--- config.mk ---
export PLATFORM = sky130hd
export DESIGN_NAME = ten_meter_pulse_gen
export DESIGN_NICKNAME = d
export VERILOG_FILES = /design/src/rtl/ten_meter_pulse_gen.sv
export SDC_FILE = /design/constraint.sdc
export NUM_CORES = 1
export LEC_CHECK = 0
export BUFFER_PORTS_ARGS = -buffer_cell sky130_fd_sc_hd__buf_2
export CAP_MARGIN = 20
export CELL_PAD_IN_SITES_DETAIL_PLACEMENT = 0
export CELL_PAD_IN_SITES_GLOBAL_PLACEMENT = 1
export CORE_MARGIN = 3
export CORE_UTILIZATION = 43
export DETAILED_ROUTE_END_ITERATION = 12
export PLACE_DENSITY = 0.71
export SYNTH_ARGS = -nofsm -noshare
export SYNTH_HDL_FRONTEND = slang
export SYNTH_SLANG_ARGS = --single-unit
--- constraint.sdc ---
create_clock -name clk -period 5.4 [get_ports clk]
set_input_delay 0.27 -clock clk [delete_from_list [all_inputs] [get_ports clk]]
set_output_delay 0.27 -clock clk [all_outputs]
set_load 0.03 [all_outputs]
--- src/rtl/ten_meter_pulse_gen.sv ---
// Taximeter distance front end: synchronises and debounces the wheel sensor,
// emits a strobe every pulses_per_10m accepted rising edges and flags motion.
module ten_meter_pulse_gen #(
  parameter int SYNC_STAGES     = 2,
  parameter int DEBOUNCE_CYCLES = 16,
  parameter int STALL_CYCLES    = 50000
) (
  input  logic       clk,
  input  logic       rst,
  input  logic       wheel_in,
  input  logic       en,
  input  logic [7:0] pulses_per_10m,
  output logic       ten_meter_pulse,
  output logic       moving,
  output logic [7:0] wheel_cnt
);

  localparam int              CW      = $clog2(DEBOUNCE_CYCLES + 1);
  localparam logic [CW-1:0]   DB_LAST = CW'(DEBOUNCE_CYCLES - 1);
  localparam logic [23:0]     STALL   = 24'(STALL_CYCLES);

  typedef enum logic [1:0] {
    STABLE_LOW,
    CHECK_HIGH,
    STABLE_HIGH,
    CHECK_LOW
  } db_state_t;

  logic [SYNC_STAGES-1:0] r_sync;
  logic                   w_synced;
  db_state_t              r_state;
  logic [CW-1:0]          r_stab_cnt;
  logic                   r_event;
  logic [7:0]             w_lim;
  logic [23:0]            r_timer;
  logic [23:0]            w_timer_nxt;

  // Metastability guard; nothing downstream sees wheel_in before the last flop.
  always_ff @(posedge clk or posedge rst) begin
    if (rst) r_sync <= '0;
    else     r_sync <= {r_sync[SYNC_STAGES-2:0], wheel_in};
  end

  assign w_synced = r_sync[SYNC_STAGES-1];

  // Counter counts matching cycles; the D-th match commits the new level.
  always_ff @(posedge clk or posedge rst) begin
    if (rst) begin
      r_state    <= STABLE_LOW;
      r_stab_cnt <= '0;
      r_event    <= 1'b0;
    end else begin
      r_event <= 1'b0;
      case (r_state)
        STABLE_LOW: begin
          if (w_synced) begin
            r_state    <= CHECK_HIGH;
            r_stab_cnt <= '0;
          end
        end
        CHECK_HIGH: begin
          if (!w_synced) begin
            r_state <= STABLE_LOW;
          end else if (r_stab_cnt == DB_LAST) begin
            r_state <= STABLE_HIGH;
            r_event <= 1'b1;
          end else begin
            r_stab_cnt <= r_stab_cnt + 1'b1;
          end
        end
        STABLE_HIGH: begin
          if (!w_synced) begin
            r_state    <= CHECK_LOW;
            r_stab_cnt <= '0;
          end
        end
        CHECK_LOW: begin
          if (w_synced) begin
            r_state <= STABLE_HIGH;
          end else if (r_stab_cnt == DB_LAST) begin
            r_state <= STABLE_LOW;
          end else begin
            r_stab_cnt <= r_stab_cnt + 1'b1;
          end
        end
        default: begin
          r_state    <= STABLE_LOW;
          r_stab_cnt <= '0;
        end
      endcase
    end
  end

  // >= rather than == so a lowered pulses_per_10m fires on the next edge.
  assign w_lim = (pulses_per_10m == 8'd0) ? 8'd0 : pulses_per_10m - 8'd1;

  always_ff @(posedge clk or posedge rst) begin
    if (rst) begin
      wheel_cnt       <= 8'd0;
      ten_meter_pulse <= 1'b0;
    end else begin
      ten_meter_pulse <= 1'b0;
      if (r_event && en) begin
        if (wheel_cnt >= w_lim) begin
          wheel_cnt       <= 8'd0;
          ten_meter_pulse <= 1'b1;
        end else begin
          wheel_cnt <= wheel_cnt + 8'd1;
        end
      end
    end
  end

  assign w_timer_nxt = r_event          ? 24'd0 :
                       (r_timer >= STALL) ? STALL : r_timer + 24'd1;

  always_ff @(posedge clk or posedge rst) begin
    if (rst) begin
      r_timer <= STALL;
      moving  <= 1'b0;
    end else begin
      r_timer <= w_timer_nxt;
      moving  <= (w_timer_nxt < STALL);
    end
  end

endmodule

==> impl_results.md, run 1 <==
- Fill count: 496
- Final std cells w/o fill: 350
- Max-slew violations: 0
- Max Clk Rate: 443.2 MHz
- Min cycle time layout: 2.256 ns
- Final Hold Fails: 0
- ANT cells: 0
- Pwr dens: 237.2 nW/um^2
- Drc violations: 0
- Total grt overflow: 0
- 1st-iter DRT viols: 60
- Worst Path Required: 5.57 ns
- Ys Warns: 0
- Synthesized flop and latch total: 44
- Maximum root-to-sink buffer count: 2
- Area growth syn-to-layout: 12.31%
- Maximum VDD drop: 0.0001915 V
- Avg WL per Cell: 12.83 um
- Outcome: finished clean
- Clock slew at reported path FFs: 0.09 ns
- Synth Flop Type: dfrtp_1
- Synth top area share: 38.97%
- Rows: 26
- Multi-input logic area: 1266 sq um
- Largest area contributor in the netlist: dfrtp_1
- Wirelength, routed: 4489 um
- Arrival @ worst endpoint: 2.42 ns
- Starting Density: 46.01%
- GPL Wtd Cong: 0.7197
- Root Driver: clkbuf_8
- Setup TNS: 0 ns
- Vias in the first global route: 1,640
- Core region area: 5303 sq um
- Vias: 1,758
- Slew @ Worst Pin: 0.5515 ns
- Register area share after synthesis: 45.44%
- Setup CP Type: in2reg
- Layout cell share with drive strength beyond 1: 16.07%
- RSZ-0062 raised after global routing: false
- DRT Pass-1 Iters: 4
- FFs w/ async S/R, synth: 100.0%
- Largest net degree at the start of global routing: 45
- ANT nets after route: 0
- Top cells by area, synth: dfrtp_1 (39%), ha_1 (7.2%), dfstp_2 (6.5%)
- Die footprint: 6614 sq um
- Register area: 1109 sq um
- Hold_sp: wheel_in
- Initial antenna violation count: 0
- Most frequent cell after synthesis: dfrtp_1
- Setup Buffers After CTS: 0
- Final setup margin: 3.144 ns
- Maxcap violations: 0
- Hold crit path type: in2reg
- RR Startpoint: r_timer[0]
- Syn_area_per_cell: 9.799 sq um
- Post-Synthesis Cell Area: 2440 sq um
- Final period util: 41.78%
- Static Leak: 0.001274 uW
- H-tree depth: 2
- Clk_skew: 0.005206 ns
- IO buf count: 21
- Clk_lat worst skew: 0.29 ns
- Unique cell type count in the Yosys netlist: 44
- NumNets Final: 305
- Ports: 22
- CTS Hold Buffers Added: 0
- GR Util All Layers: 15.35%
- CTS buffer count: 5
- CTS tree: built
- Post-place setup slack: 2.844 ns
- Vias per cell: 5.023
- WHS Endpoint: r_sync[0]
- R2R depth: 6
- Die X: 81.33 um
- Crit Path Max Fanout: 7
- First-pass GRT wire length: 7845 um
- Die height: 81.33 um
- Post-synth top cells: dfrtp_1 (38), nand2_1 (24), nor2_1 (24)
- CP endpoint kind: flop
- Post-Place Cells: 342
- Detail Placement HPWL: 3249 um
- Setup violations, final: 0
- Reg2reg end: moving
- Hold path depth: 1
- R2r setup slk: 3.39 ns
- Cells after synthesis: 249
- CP Launch Type: primary input
- Sink Count: 44
- Number of flops mapped to enable cells by yosys: 0
- Rel. slew slack: 63.23%
- Resized Gates After CTS: 0
## final cells by class
cell class	count	share of cell area [%]
Clock inverter	3	1.735
Sequential cell	44	40.46
Timing Repair Buffer	22	4.110
Clock buffer	5	2.511
Inverter	13	1.781
Tap cell	70	3.196
Multi-Input combinational cell	193	46.21
## cells by family (layout without fill, tap and decap cells)
group	after synthesis	count (layout)	share of synthesized area, %
AO/OA/AOI/OAI	45	45	12.46
XOR/XNOR	23	23	8.256
adder cells (fa/ha/maj)	14	14	7.180
buffers and inverters	19	43	3.744
flip-flops	44	44	45.44
multiplexers	3	3	1.333
other	1	8	0.1537
AND/OR/NAND/NOR	100	100	21.44
## layer usage
metal	global-route usage [%]	wire length, um	vias up
li1	-	-	926
met1	22.96	2349	814
met4	4.730	44	0
met5	0	0	-
met3	3.437	114	4
met2	21.91	1982	14
## where the power goes
part	internal [uW]	total, uW	switching [uW]
clock network	139	259	119
registers	340	348	8.27
logic	20.0	43.3	23.3
## worst max path at each step
stage,start,slack (ns),end,depth (start not counted)
6_report,pulses_per_10m[2],3.14,wheel_cnt[2],11
3_3_place_gp,pulses_per_10m[2],2.82,wheel_cnt[5],11
5_1_grt,pulses_per_10m[3],2.92,wheel_cnt[4],11
3_5_place_dp,pulses_per_10m[3],2.84,wheel_cnt[2],11
4_1_cts,pulses_per_10m[3],3.14,wheel_cnt[2],11
2_1_floorplan,pulses_per_10m[0],3.28,wheel_cnt[6],11
## state kept, by name, indices dropped and copies added (netlist names), named ones only
signal           flops
r_timer             24
wheel_cnt            8
r_stab_cnt           5
r_sync               2
moving               1
r_event              1
r_state              1
ten_meter_pulse      1
## metrics by stage
| stage | instance area [sq um] | power [uW] | utilization, % | hold WS [ns] |
|---|---|---|---|---|
| floorplan | 2466 | 383.9 | - | 0.3014 |
| CTS | 2740 | 659.1 | 51.68 | 0.06552 |
| global route | 2740 | 682.7 | 51.68 | 0.05427 |
| global placement | 2624 | 398.3 | 49.48 | 0.3345 |
| detailed placement | 2624 | 398.9 | 49.48 | 0.3358 |
| finish | 2740 | 649.9 | 51.68 | 0.07739 |
## worst max-delay path: stages
cell	delay [ns]
buf_2	0.12
nor4_1	0.49
nand2b_1	0.13
xnor2_1	0.15
nand2_1	0.07
ha_1	0.32
o21a_1	0.12
o21a_1	0.13
nand3_1	0.08
o21ai_1	0.43
nor2_1	0.10
## cells in the final DEF, fill, tap and decap left out, types with 2 or more instances in the layout
cell type   n
nand4b_1    2
o31ai_1     2
nand3_1    10
buf_2      21
clkinv_4    2
nor2_1     24
nand4_1     7
nand2b_1    6
a31oi_1     2
dfrtp_1    38
conb_1      8
nand2_1    24
xnor2_1    10
and3_1      3
o21ai_0    10
a21o_1      5
mux2_2      2
o21a_1      3
a22o_1      2
clkbuf_8    5
dfstp_2     6
and2_1      5
nand4_2     2
xor2_1     13
nor3b_1     2
nor3_1      5
nor4_1      4
ha_1       14
o21ai_1     4
a21oi_1    10
inv_1      12
(Power assumes the default switching activity.)
==> run 2, diff against run 1 <==
--- a/config.mk
+++ b/config.mk
@@ -10,9 +10,9 @@
 export CELL_PAD_IN_SITES_DETAIL_PLACEMENT = 0
 export CELL_PAD_IN_SITES_GLOBAL_PLACEMENT = 1
 export CORE_MARGIN = 3
-export CORE_UTILIZATION = 43
+export CORE_UTILIZATION = 42
 export DETAILED_ROUTE_END_ITERATION = 12
-export PLACE_DENSITY = 0.71
+export PLACE_DENSITY = 0.72
 export SYNTH_ARGS = -nofsm -noshare
 export SYNTH_HDL_FRONTEND = slang
 export SYNTH_SLANG_ARGS = --single-unit
==> constraint.sdc (replaced) <==
create_clock -name clk -period 1.8 [get_ports clk]
set_input_delay 0.09 -clock clk [delete_from_list [all_inputs] [get_ports clk]]
set_output_delay 0.09 -clock clk [all_outputs]
set_load 0.03 [all_outputs]
==> run 2 against run 1 <==
Effect of this change:
- clock power grew to 3.0 times the previous value
- via count is 9.3% higher
- critical path type is now reg2reg
- final cell count is 11% higher
- routed wire length is 12% higher
- first-iteration DRC count is 3.3% lower
- non-clock buffer count is 36 higher
- final area is 20% higher
- clock skew is 0.0014 ns lower
- sequential share of layout area is 6.6 points lower
- total power grew to 3.1 times the previous value
- worst setup slack worse by 3.1 ns
- largest cell class unchanged
- sequential cell count stayed put
==> impl_results.md, run 2 (same netlist as run 1, synthesis figures left out) <==
- Setup CP Type: reg2reg (was in2reg)
- Sum of buffers and inverters on the critical path: 0 (was 1)
- R2r setup slk: 0.06 ns (was 3.39 ns)
- Delay-heaviest family, CP: compound AO/OA/AOI/OAI gates (was simple AND/OR/NAND/NOR gates)
- Min cycle time layout: 1.741 ns
- Max incr delay on CP: 0.42 ns (was 0.49 ns)
- Initial antenna violation count: 0 (unchanged)
- Hold crit path type: in2reg (unchanged)
- Root Driver: clkbuf_8 (unchanged)
- IO buf count: 21 (unchanged)
- Crit Path Max Fanout: 4 (was 7)
- Most frequent cells in the layout: dfrtp_1 (36), buf_4 (33), nand2_1 (23) (was dfrtp_1 (38), nor2_1 (24), nand2_1 (24))
- Clock slew at reported path FFs: 0.08 ns (was 0.09 ns)
- Maximum root-to-sink buffer count: 2 (unchanged)
- Ports: 22 (unchanged)
- Critical path's slowest cell: dfrtp_1 (was nor4_1)
- Setup TNS: 0 ns (unchanged)
- Fin util: 58.95% (was 51.68%)
- H-tree depth: 2 (unchanged)
- Clk_skew: 0.003825 ns (was 0.005206 ns)
- Clk_lat worst skew: 0.30 ns (was 0.29 ns)
- Worst Path Required: 1.98 ns (was 5.57 ns)
- Reg with most FFs: r_timer (unchanged)
- Vias: 1,922 (was 1,758)
- Final period util: 96.70%
- Max-slew violations: 0 (unchanged)
- CTS buffer count: 5 (unchanged)
- Die X: 82.22 um (was 81.33 um)
- Hold_sp: en (was wheel_in)
- Cell Chain, Critical Path: ha_4 -> and3_4 -> nor4_2 -> a31oi_1 -> o311a_1 -> a311o_1 (was buf_2 -> nor4_1 -> nand2b_1 -> xnor2_1 -> nand2_1 -> ha_1 -> o21a_1 -> o21a_1 -> nand3_1 -> o21ai_1 -> nor2_1)
- Maxcap violations: 0 (unchanged)
- Setup violations, final: 0 (unchanged)
- CP Launch Type: flop (was primary input)
- Regs by FF count: r_timer (24), wheel_cnt (8), r_stab_cnt (5) (unchanged)
- Outcome: finished clean (unchanged)
- GR Util All Layers: 15.76% (was 15.35%)
- Avg WL per Cell: 12.93 um (was 12.83 um)
- Arrival @ worst endpoint: 1.92 ns (was 2.42 ns)
- Core region area: 5574 sq um (was 5303 sq um)
- Static Leak: 0.001509 uW (was 0.001274 uW)
- Maximum VDD drop: 0.0006135 V (was 0.0001915 V)
- Die footprint: 6759 sq um (was 6614 sq um)
- 1st-iter DRT viols: 58 (was 60)
- Slew @ Worst Pin: 0.6049 ns (was 0.5515 ns)
- WHS: 0.1249 ns (was 0.07739 ns)
- NumNets Final: 341 (was 305)
- Sink Count: 44 (unchanged)
- Multi-input logic area: 1489 sq um (was 1266 sq um)
- Max reg flops: 24 (unchanged)
- Commonest non-fill, non-tap cell in the layout: dfrtp_1 (unchanged)
- First-pass GRT wire length: 8073 um (was 7845 um)
- Detail Placement HPWL: 3573 um (was 3249 um)
- CTS tree: built (unchanged)
- Drc violations: 0 (unchanged)
- DRT Pass-1 Iters: 4 (unchanged)
- Hold path depth: 3 (was 1)
- Total power: 2009 uW (was 649.9 uW)
- Total grt overflow: 0 (unchanged)
- Vias per cell: 4.954 (was 5.023)
- Final Hold Fails: 0 (unchanged)
- R2R depth: 6 (unchanged)
- Rel. slew slack: 59.42% (was 63.23%)
- GPL Wtd Cong: 0.7617 (was 0.7197)
- ANT nets after route: 0 (unchanged)
- Rows: 27 (was 26)
- Area growth syn-to-layout: 34.67% (was 12.31%)
- Wirelength, routed: 5016 um (was 4489 um)
- Die height: 82.22 um (was 81.33 um)
- ANT cells: 0 (unchanged)
- WHS Endpoint: wheel_cnt[0] (was r_sync[0])
- Layout cell share with drive strength beyond 1: 35.13% (was 16.07%)
- Max Clk Rate: 574.5 MHz
- Starting Density: 43.77% (was 46.01%)
- Reg2reg end: moving (unchanged)
- Vias in the first global route: 1,759 (was 1,640)
- RR Startpoint: r_timer[0] (unchanged)
- CP endpoint kind: flop (unchanged)
- Largest net degree at the start of global routing: 29 (was 45)
- Register area: 1111 sq um (was 1109 sq um)
- Pwr dens: 611.5 nW/um^2 (was 237.2 nW/um^2)
- Fill count: 496 (unchanged)
run 2: cell count changes in the layout (fill, tap and decap cells not counted), sizes merged:
cell,change
buf,+34
dlygate4sd3,+2
run 2: worst min-delay path: cells and delay by family:
family,cells,cell delay [ns]
simple gates,1,0.10
buf+inv,1,0.11
compound gates,1,0.08
run 2: timing repair:
item,in CTS,in global routing
hold buffers,2,0
endpoints found under the setup margin,0,12
resized for setup,0,43
endpoints found under the hold margin,17,0
setup buffers,0,4
run 2: worst max path at each step:
stage                     cells after the start               from            to
after global placement                       12  pulses_per_10m[1]  wheel_cnt[6]
after detailed placement                     12  pulses_per_10m[1]  wheel_cnt[1]
after global routing                         12  pulses_per_10m[0]  wheel_cnt[2]
after CTS                                     6         r_timer[1]        moving
after floorplan                              11  pulses_per_10m[1]  wheel_cnt[0]
final                                         6         r_timer[0]        moving
run 2: where the power goes:
part	internal [uW]	leakage [uW]	switching (uW)	total, uW
combinational	98.3	0.000888	93.8	192
clock	418	0.0000583	354	772
sequential	1020	0.000563	25.5	1050
run 2: per-layer routing:
layer	global-route usage, %	routed length [um]	vias to the layer above
met1	22.51	2475	900
met3	3.254	133	4
met4	4.983	60	0
li1	-	-	996
met2	23.88	2347	22
met5	0	0	-
run 2: area by class of cell:
class / count / share of cell area [%]
clock buffer: 5 / 2.094
clock inverter: 3 / 1.447
inverter: 13 / 1.637
multi-input combinational: 193 / 45.32
sequential: 44 / 33.82
tap: 72 / 2.742
timing repair buffer: 58 / 12.95
run 2: through the flow:
step / worst slack, ns / instance area, sq um / cells
finish: 0.05937 / 3286 / 388
global route: -0.02231 / 3286 / 388
CTS: 0.008133 / 3064 / 384
detailed placement: -0.2496 / 2928 / 374
global placement: -0.2663 / 2928 / 374
floorplan: -0.009274 / 2521 / 256
